### config.mk
export PLATFORM = sky130hd
export DESIGN_NAME = instr_issue_unit
export DESIGN_NICKNAME = d
export VERILOG_FILES = /design/src/rtl/instr_issue_unit.sv
export SDC_FILE = /design/constraint.sdc
export NUM_CORES = 1
export LEC_CHECK = 0
export CAP_MARGIN = 10
export CORE_MARGIN = 1
export CORE_UTILIZATION = 54
export CTS_CLUSTER_SIZE = 30
export DETAILED_ROUTE_END_ITERATION = 6
export PLACE_DENSITY_LB_ADDON = 0.2
export SYNTH_ARGS = -nofsm -noshare
export SYNTH_HDL_FRONTEND = slang
export SYNTH_SLANG_ARGS = --single-unit
export TNS_END_PERCENT = 30
### constraint.sdc
create_clock -name clk -period 3.32 [get_ports clk]
set_input_delay 0.996 -clock clk [delete_from_list [all_inputs] [get_ports clk]]
set_output_delay 0.996 -clock clk [all_outputs]
set_load 0.02 [all_outputs]
### src/rtl/instr_issue_unit.sv
// Program store and instruction sequencer feeding simple_cpu. A small
// program is written through the load port; after a start pulse each word is
// presented on `instruction` for as many cycles as its class needs, and issue
// stops at a HALT word or at the end of the store with a one-cycle done pulse.
module instr_issue_unit #(
  parameter int INSTR_WIDTH    = 20,
  parameter int PROG_ADDR_BITS = 4,
  parameter int ALU_CYCLES     = 3,
  parameter int LOAD_CYCLES    = 4,
  parameter int STORE_CYCLES   = 3
) (
  input  logic                      clk,
  input  logic                      rst,
  input  logic                      prog_we,
  input  logic [PROG_ADDR_BITS-1:0] prog_addr,
  input  logic [INSTR_WIDTH-1:0]    prog_data,
  input  logic                      start,
  output logic [INSTR_WIDTH-1:0]    instruction,
  output logic [PROG_ADDR_BITS-1:0] pc,
  output logic                      busy,
  output logic                      done
);

  localparam int DEPTH      = 1 << PROG_ADDR_BITS;
  localparam int MAX_AL     = (ALU_CYCLES > LOAD_CYCLES) ? ALU_CYCLES : LOAD_CYCLES;
  localparam int MAX_HOLD   = (MAX_AL > STORE_CYCLES) ? MAX_AL : STORE_CYCLES;
  localparam int CNT_W      = (MAX_HOLD > 1) ? $clog2(MAX_HOLD) : 1;

  localparam logic [PROG_ADDR_BITS-1:0] LAST_ADDR    = PROG_ADDR_BITS'(DEPTH - 1);
  localparam logic [CNT_W-1:0]          ALU_RELOAD   = CNT_W'(ALU_CYCLES - 1);
  localparam logic [CNT_W-1:0]          LOAD_RELOAD  = CNT_W'(LOAD_CYCLES - 1);
  localparam logic [CNT_W-1:0]          STORE_RELOAD = CNT_W'(STORE_CYCLES - 1);

  typedef enum logic [1:0] {
    IDLE  = 2'd0,
    ISSUE = 2'd1,
    DONE  = 2'd2
  } state_e;

  state_e                      state_q, state_d;
  logic [INSTR_WIDTH-1:0]      instr_q, instr_d;
  logic [PROG_ADDR_BITS-1:0]   pc_q, pc_d;
  logic [CNT_W-1:0]            cnt_q, cnt_d;

  logic [INSTR_WIDTH-1:0]      mem [DEPTH];
  logic [PROG_ADDR_BITS-1:0]   pc_next;
  logic [INSTR_WIDTH-1:0]      first_word;
  logic [INSTR_WIDTH-1:0]      next_word;

  // Remaining-cycle count to load when a word of the given class is issued
  function automatic logic [CNT_W-1:0] reload_for(input logic [1:0] cls);
    case (cls)
      2'b10:   reload_for = LOAD_RELOAD;
      2'b11:   reload_for = STORE_RELOAD;
      default: reload_for = ALU_RELOAD;
    endcase
  endfunction

  assign pc_next    = pc_q + 1'b1;
  assign first_word = mem[0];
  assign next_word  = mem[pc_next];

  // Program store: written only outside ISSUE, never cleared by reset
  always_ff @(posedge clk) begin
    if (prog_we && (state_q != ISSUE)) begin
      mem[prog_addr] <= prog_data;
    end
  end

  // Sequencer registers with asynchronous active-low reset
  always_ff @(posedge clk or negedge rst) begin
    if (!rst) begin
      state_q <= IDLE;
      instr_q <= '0;
      pc_q    <= '0;
      cnt_q   <= '0;
    end else begin
      state_q <= state_d;
      instr_q <= instr_d;
      pc_q    <= pc_d;
      cnt_q   <= cnt_d;
    end
  end

  // Next-state logic: start, count down each hold, advance or finish
  always_comb begin
    state_d = state_q;
    instr_d = instr_q;
    pc_d    = pc_q;
    cnt_d   = cnt_q;
    case (state_q)
      IDLE: begin
        if (start) begin
          if (first_word[INSTR_WIDTH-1 -: 2] == 2'b00) begin
            state_d = DONE;
          end else begin
            pc_d    = '0;
            instr_d = first_word;
            cnt_d   = reload_for(first_word[INSTR_WIDTH-1 -: 2]);
            state_d = ISSUE;
          end
        end
      end
      ISSUE: begin
        if (cnt_q != '0) begin
          cnt_d = cnt_q - 1'b1;
        end else if ((pc_q == LAST_ADDR) || (next_word[INSTR_WIDTH-1 -: 2] == 2'b00)) begin
          instr_d = '0;
          state_d = DONE;
        end else begin
          pc_d    = pc_next;
          instr_d = next_word;
          cnt_d   = reload_for(next_word[INSTR_WIDTH-1 -: 2]);
        end
      end
      DONE: begin
        state_d = IDLE;
      end
      default: begin
        state_d = IDLE;
      end
    endcase
  end

  assign instruction = instr_q;
  assign pc          = pc_q;
  assign busy        = (state_q == ISSUE);
  assign done        = (state_q == DONE);

endmodule

Word-level counts from Yosys, hierarchy flattened
Memories as Yosys holds them, arrays and structs flattened.
Index checks and enable logic that the tools add are counted.
{"block": "word_totals", "regBits": 28, "mem_bits_rw": 320, "mem_count": 1}
{"block": "op_classes", "n_addsub": 2, "eq_ne": 12, "mux": 24, "reduce_logical": 11}
{"memory": "mem", "words": 16, "word_bits": 20, "rd": 2, "rd_clocked_by_memory_dff": 0, "wr": 1, "line": "45", "rtl": "logic [INSTR_WIDTH-1:0] mem [DEPTH];"}
{"cell": "20-bit 2-to-1 mux", "n": 4}
{"cell": "20-bit case mux with 2 select lines", "n": 1}
{"cell": "2-bit 2-to-1 mux", "n": 8}
{"cell": "4-bit 2-to-1 mux", "n": 4}
{"cell": "2-bit != test (second input constant)", "n": 4}
{"cell": "2-bit case mux with 2 select lines", "n": 2}
{"cell": "4-bit case mux with 2 select lines", "n": 1}
{"cell": "4-bit AND reduction", "n": 2}
{"cell": "2-bit equality test (second input constant)", "n": 3}
{"cell": "2-bit logical NOT", "n": 3}
{"cell": "5-bit AND reduction", "n": 1}
{"cell": "4-bit by 1-bit adder with 4-bit output (second input constant)", "n": 1}
{"cell": "4-bit equality test (second input constant)", "n": 1}
{"cell": "1-bit 2-to-1 mux", "n": 4}
{"cell": "2-bit by 1-bit != test with 1-bit output (second input constant)", "n": 2}
{"cell": "2-bit nonzero test", "n": 2}
{"cell": "3-bit != test (second input constant)", "n": 1}
{"cell": "3-bit AND reduction", "n": 1}
{"cell": "2-bit by 1-bit equality test with 1-bit output (second input constant)", "n": 1}
{"cell": "2-bit by 1-bit subtractor with 2-bit output (second input constant)", "n": 1}
{"cell": "1-bit logical AND", "n": 1}
{"cell": "1-bit logical OR", "n": 1}

Longest topological paths before layout
An unclocked memory read counts as a cell.
{"block": "depth", "depth_word": 7, "ltp_mapped": 9, "mapped_depth_nobuf": 7}

Least setup slack after synthesis
Ideal clock, no wire load.
{"block": "synth_path", "path_type": "input-to-reg", "start": "in prog_addr[1]", "end": "mem mem[0][0] (enable)", "setup_ns": 0.422, "arrival_time_ns": 3.135, "setup_slack_ns": -0.237, "cell_stages": 2, "n_path_buf": 0, "path_cell_list": "or4b_2 nor3_1"}
{"item": "start, declared", "line": "15", "rtl": "input logic [PROG_ADDR_BITS-1:0] prog_addr,"}
{"item": "end, declared", "line": "45"}
Straight into the memory's write port.

Worst setup path after layout
{"block": "layout_path", "start": "reg pc_q[0], in the netlist pc[0]", "end": "reg cnt_q[1]"}
{"block": "layout_between", "elab_chain_len": 6, "word_cells_on_any_way": 7}
{"item": "start, declared", "line": "42", "rtl": "logic [PROG_ADDR_BITS-1:0] pc_q, pc_d;"}
{"item": "start signal, assigned", "line": "80", "rtl": "pc_q <= pc_d;"}
{"item": "4-bit by 1-bit adder with 4-bit output", "line": "59", "rtl": "assign pc_next = pc_q + 1'b1;"}
{"item": "memory read 16 x 20 bit"}
{"item": "2-bit logical NOT", "line": "107", "rtl": "end else if ((pc_q == LAST_ADDR) || (next_word[INSTR_WIDTH-1 -: 2] == 2'b00)) begin"}
{"item": "1-bit logical OR *", "line": "107"}
{"item": "3-bit != test (no source line) *"}
{"item": "4-bit AND reduction (no source line) *"}
{"item": "end signal, assigned", "line": "81", "rtl": "cnt_q <= cnt_d;"}
{"item": "end, declared", "line": "43", "rtl": "logic [CNT_W-1:0] cnt_q, cnt_d;"}
Every way passes the cells marked *; elsewhere a longest branch is shown, timed or not.
A chain may end at the register's enable or synchronous reset.

==> summary.md <==
| Metric | Value |
|---|---|
| Initial antenna violation count | 0 |
| Vias in the first global route | 7117 |
| Yosys warning count | 0 |
| Reg clk slew, reported paths | 60 ps |
| Rows | 57 |
| Synth area leader | edfxtp_1 |
| Pleak | 5.30 nW |
| Post-synth ARST share | between 8 and 9% |
| Wirelength per Cell | 26.1 um |
| Placed inst area | 14700 um^2 |
| Critical path cell sequence | ha_4 -> mux4_2 -> mux2i_1 -> mux2i_1 -> o21a_2 -> or3_4 -> o22a_1 |
| Post-synth EDFFs | 320 |
| Clk_lat worst skew | 500 ps |
| RR Endpoint | cnt_q[1] |
| TritonRoute pass-1 iters | 5 |
| DRT iter0 DRCs | roughly 640 |
| Chip height | 160 um |
| Max cap viols | 0 |
| # fillers | roughly 1.6k |
| Syn_nets | 705 |
| Max incr delay on CP | ~510 ps |
| Crit path kind | reg2reg |
| Commonest non-fill, non-tap cell in the layout | edfxtp_1 |
| CTS Buf Count | 35 |
| Post-Route WL | 29100 um |
| Worst endpoint required time | ~3700 ps |
| Post-CTS Setup Bufs | 0 |
| PD cells | 832 nW/um^2 |
| Final hold vios | 0 |
| Synth Flop Type | edfxtp_1 |
| Synth area leaders | edfxtp_1 71%, mux4_2 13%, dfrtp_1 5.2% |
| Startpoint Class | flip-flop |
| Layout Area Growth over Synthesis | 16.9% |
| Net count, final | a little under 800 |
| Hold path depth | 2 |
| Dpl hpwl | 17500 um |
| Synthesized cell area | ~14000 um^2 |
| PortBufs | 53 |
| Non-Filler Instances | 1115 |
| Vias per cell | 6.16 |
| Worst r2r path cells | 7 |
| CTS max path bufs | 3 |
| I/O pin total | 54 |
| DRC Markers | 0 |
| CP max-delay cell | dfrtp_4 |
| # H-tree levels | 2 |
| Die ar. | 25700 um^2 |
| Clock root cell | clkbuf_16 |
| Core area | around 24000 um^2 |
| Initial Utilization | 55.3% |
| Min-Delay Endpoint | instruction[0] |
| WP data arrival | 3300 ps |
| #FFs+latches synth | 348 |
| Layout cells sized above 1 | 24.0% |
| Worst hold path class | reg2reg |
| Crit path from | pc[0] |
| Post-CTS sizing | 0 |
| Layout Skew | about 15 ps |
| Synth Instances | 675 |
| Largest net degree at the start of global routing | 48 |
| Buffers plus inverters on the worst setup path | 0 |
| RSZ-0062 raised after global routing | false |
| ANT cells | 0 |
| Peak supply drop | 0.000597 V |
| Sequential area share after synthesis | 76.3% |
| Outcome | finished clean |
| Grt total ovfl | 0 |
| Top cell family by delay on the critical path | multiplexers |
| Setup Viol. Count Final | 0 |
| Synth top area share | about 71% |
| First-pass GRT wire length | about 44000 um |
| TritonCTS clock tree | yes |
| Antenna viol nets, final | 0 |
| Critical R2R Launch | pc[0] |
| Slew headroom | between 40% and 50% |
| Post-route design area | between 15000 and 20000 um^2 |
| Final period utilization | 87.9% |
| Placed insts | 1053 |
| Post-Syn Area per Cell | 20.0 um^2 |
| Clk sinks | 348 |
| GPL Wtd Cong | 0.799 |
| Reg2Reg Setup Slack | 400 ps |
| GRT Overall Usage | 23.5% |
| Vias | about 6.9k |
| Crit path capture type | flip-flop |
| Cell mode on critical path | mux2i_1 |
| # hold bufs at CTS | 0 |
| Most frequent cells in the layout | 320 x edfxtp_1, 80 x mux4_2, 74 x nand2_1, 53 x clkdlybuf4s50_1, 35 x clkbuf_16 |
| Hold Crit Start | instruction[0] |
| Worst slack at placement | 274 ps |
| Slew Viols, Final | 0 |
| Worst-Margin Slew | 810 ps |
| Post-route setup TNS | 0 ps |
| Final WS setup | 400 ps |
| Die width | 160 um |
| Critical Path Fanout Max | 21 |
| F_max | approximately 340 MHz |
| Final Critical Period | about 3000 ps |
| Post-synthesis cell type count | 39 |
-- state kept, by name (all words and copies together), names as in the netlist --
register,flops
mem,320
pc,4
state_q,2
cnt_q,2
instruction,20
-- per-stage QoR --
stage	util, %	hold WS [ps]	total power, mW
final	64.6	477	13.1
after global routing	64.6	505	13.7
after CTS	64.6	483	13.2
after detailed placement	60.2	470	9.56
after global placement	60.2	462	9.47
after floorplan	-	460	8.13
-- Yosys cell counts, drive strengths merged, types with 5 or more instances --
| master | number |
|---|---|
| a22oi | 8 |
| a32oi | 11 |
| buf | 17 |
| clkbuf | 17 |
| dfrtp | 28 |
| edfxtp | 320 |
| mux2i | 29 |
| mux4 | 80 |
| nand2 | 74 |
| nand3 | 8 |
| nor2 | 15 |
| nor3 | 5 |
| o21ai | 27 |
-- logic make-up after synthesis --
logic type,count (synthesis),share of synthesized area (%)
AOI/OAI and AO/OA,58,2.79
xor gates and xnor gates,3,0.194
adders and majority gates,2,0.185
buffers and inverters,37,1.18
DFF,348,76.3
muxes,110,15.6
and+or+nand+nor,117,3.82
-- how the worst max path moves through the flow --
stage / endpoint / slack (ps) / cells past startpoint
2_1_floorplan: mem[2][0] / 250 / 2
3_3_place_gp: mem[0][8] / 300 / 4
3_5_place_dp: mem[0][9] / 270 / 4
4_1_cts: cnt_q[1] / 390 / 7
5_1_grt: cnt_q[1] / 310 / 7
6_report: cnt_q[1] / 400 / 7
-- report_power, final --
| group | total, mW | internal (mW) | switching, mW |
|---|---|---|---|
| Combinational | 4.29 | 1.92 | 2.36 |
| Sequential | 5.18 | 5.03 | 0.153 |
| Clock | 3.68 | 2.13 | 1.55 |
| Total | 13.1 | 9.08 | 4.07 |
-- per-layer routing --
metal  share of wire [%]  global-route usage, %
met5                   0                      0
met4                 1.7                   5.89
met3                 7.9                   4.60
met2                  47                   35.7
met1                  43                   35.4
-- worst register-to-register path, stage by stage (launching register included) --
cell	delay, ps
dfrtp_4	510
ha_4	500
mux4_2	420
mux2i_1	190
mux2i_1	140
o21a_2	390
or3_4	450
o22a_1	210
-- layout make-up --
cell class | instances | area (um^2) | share of cell area (%)
Tap cell | 324 | 405 | 2.57
Inverter | 3 | 11.3 | 0.0713
Sequential cell | 348 | 10300 | 65.3
Clock buffer | 49 | 978 | 6.19
Timing Repair Buffer | 88 | 843 | 5.34
Multi-Input combinational cell | 290 | 3150 | 20.0
Clock inverter | 13 | 90.1 | 0.570
(Power assumes the default switching activity.)
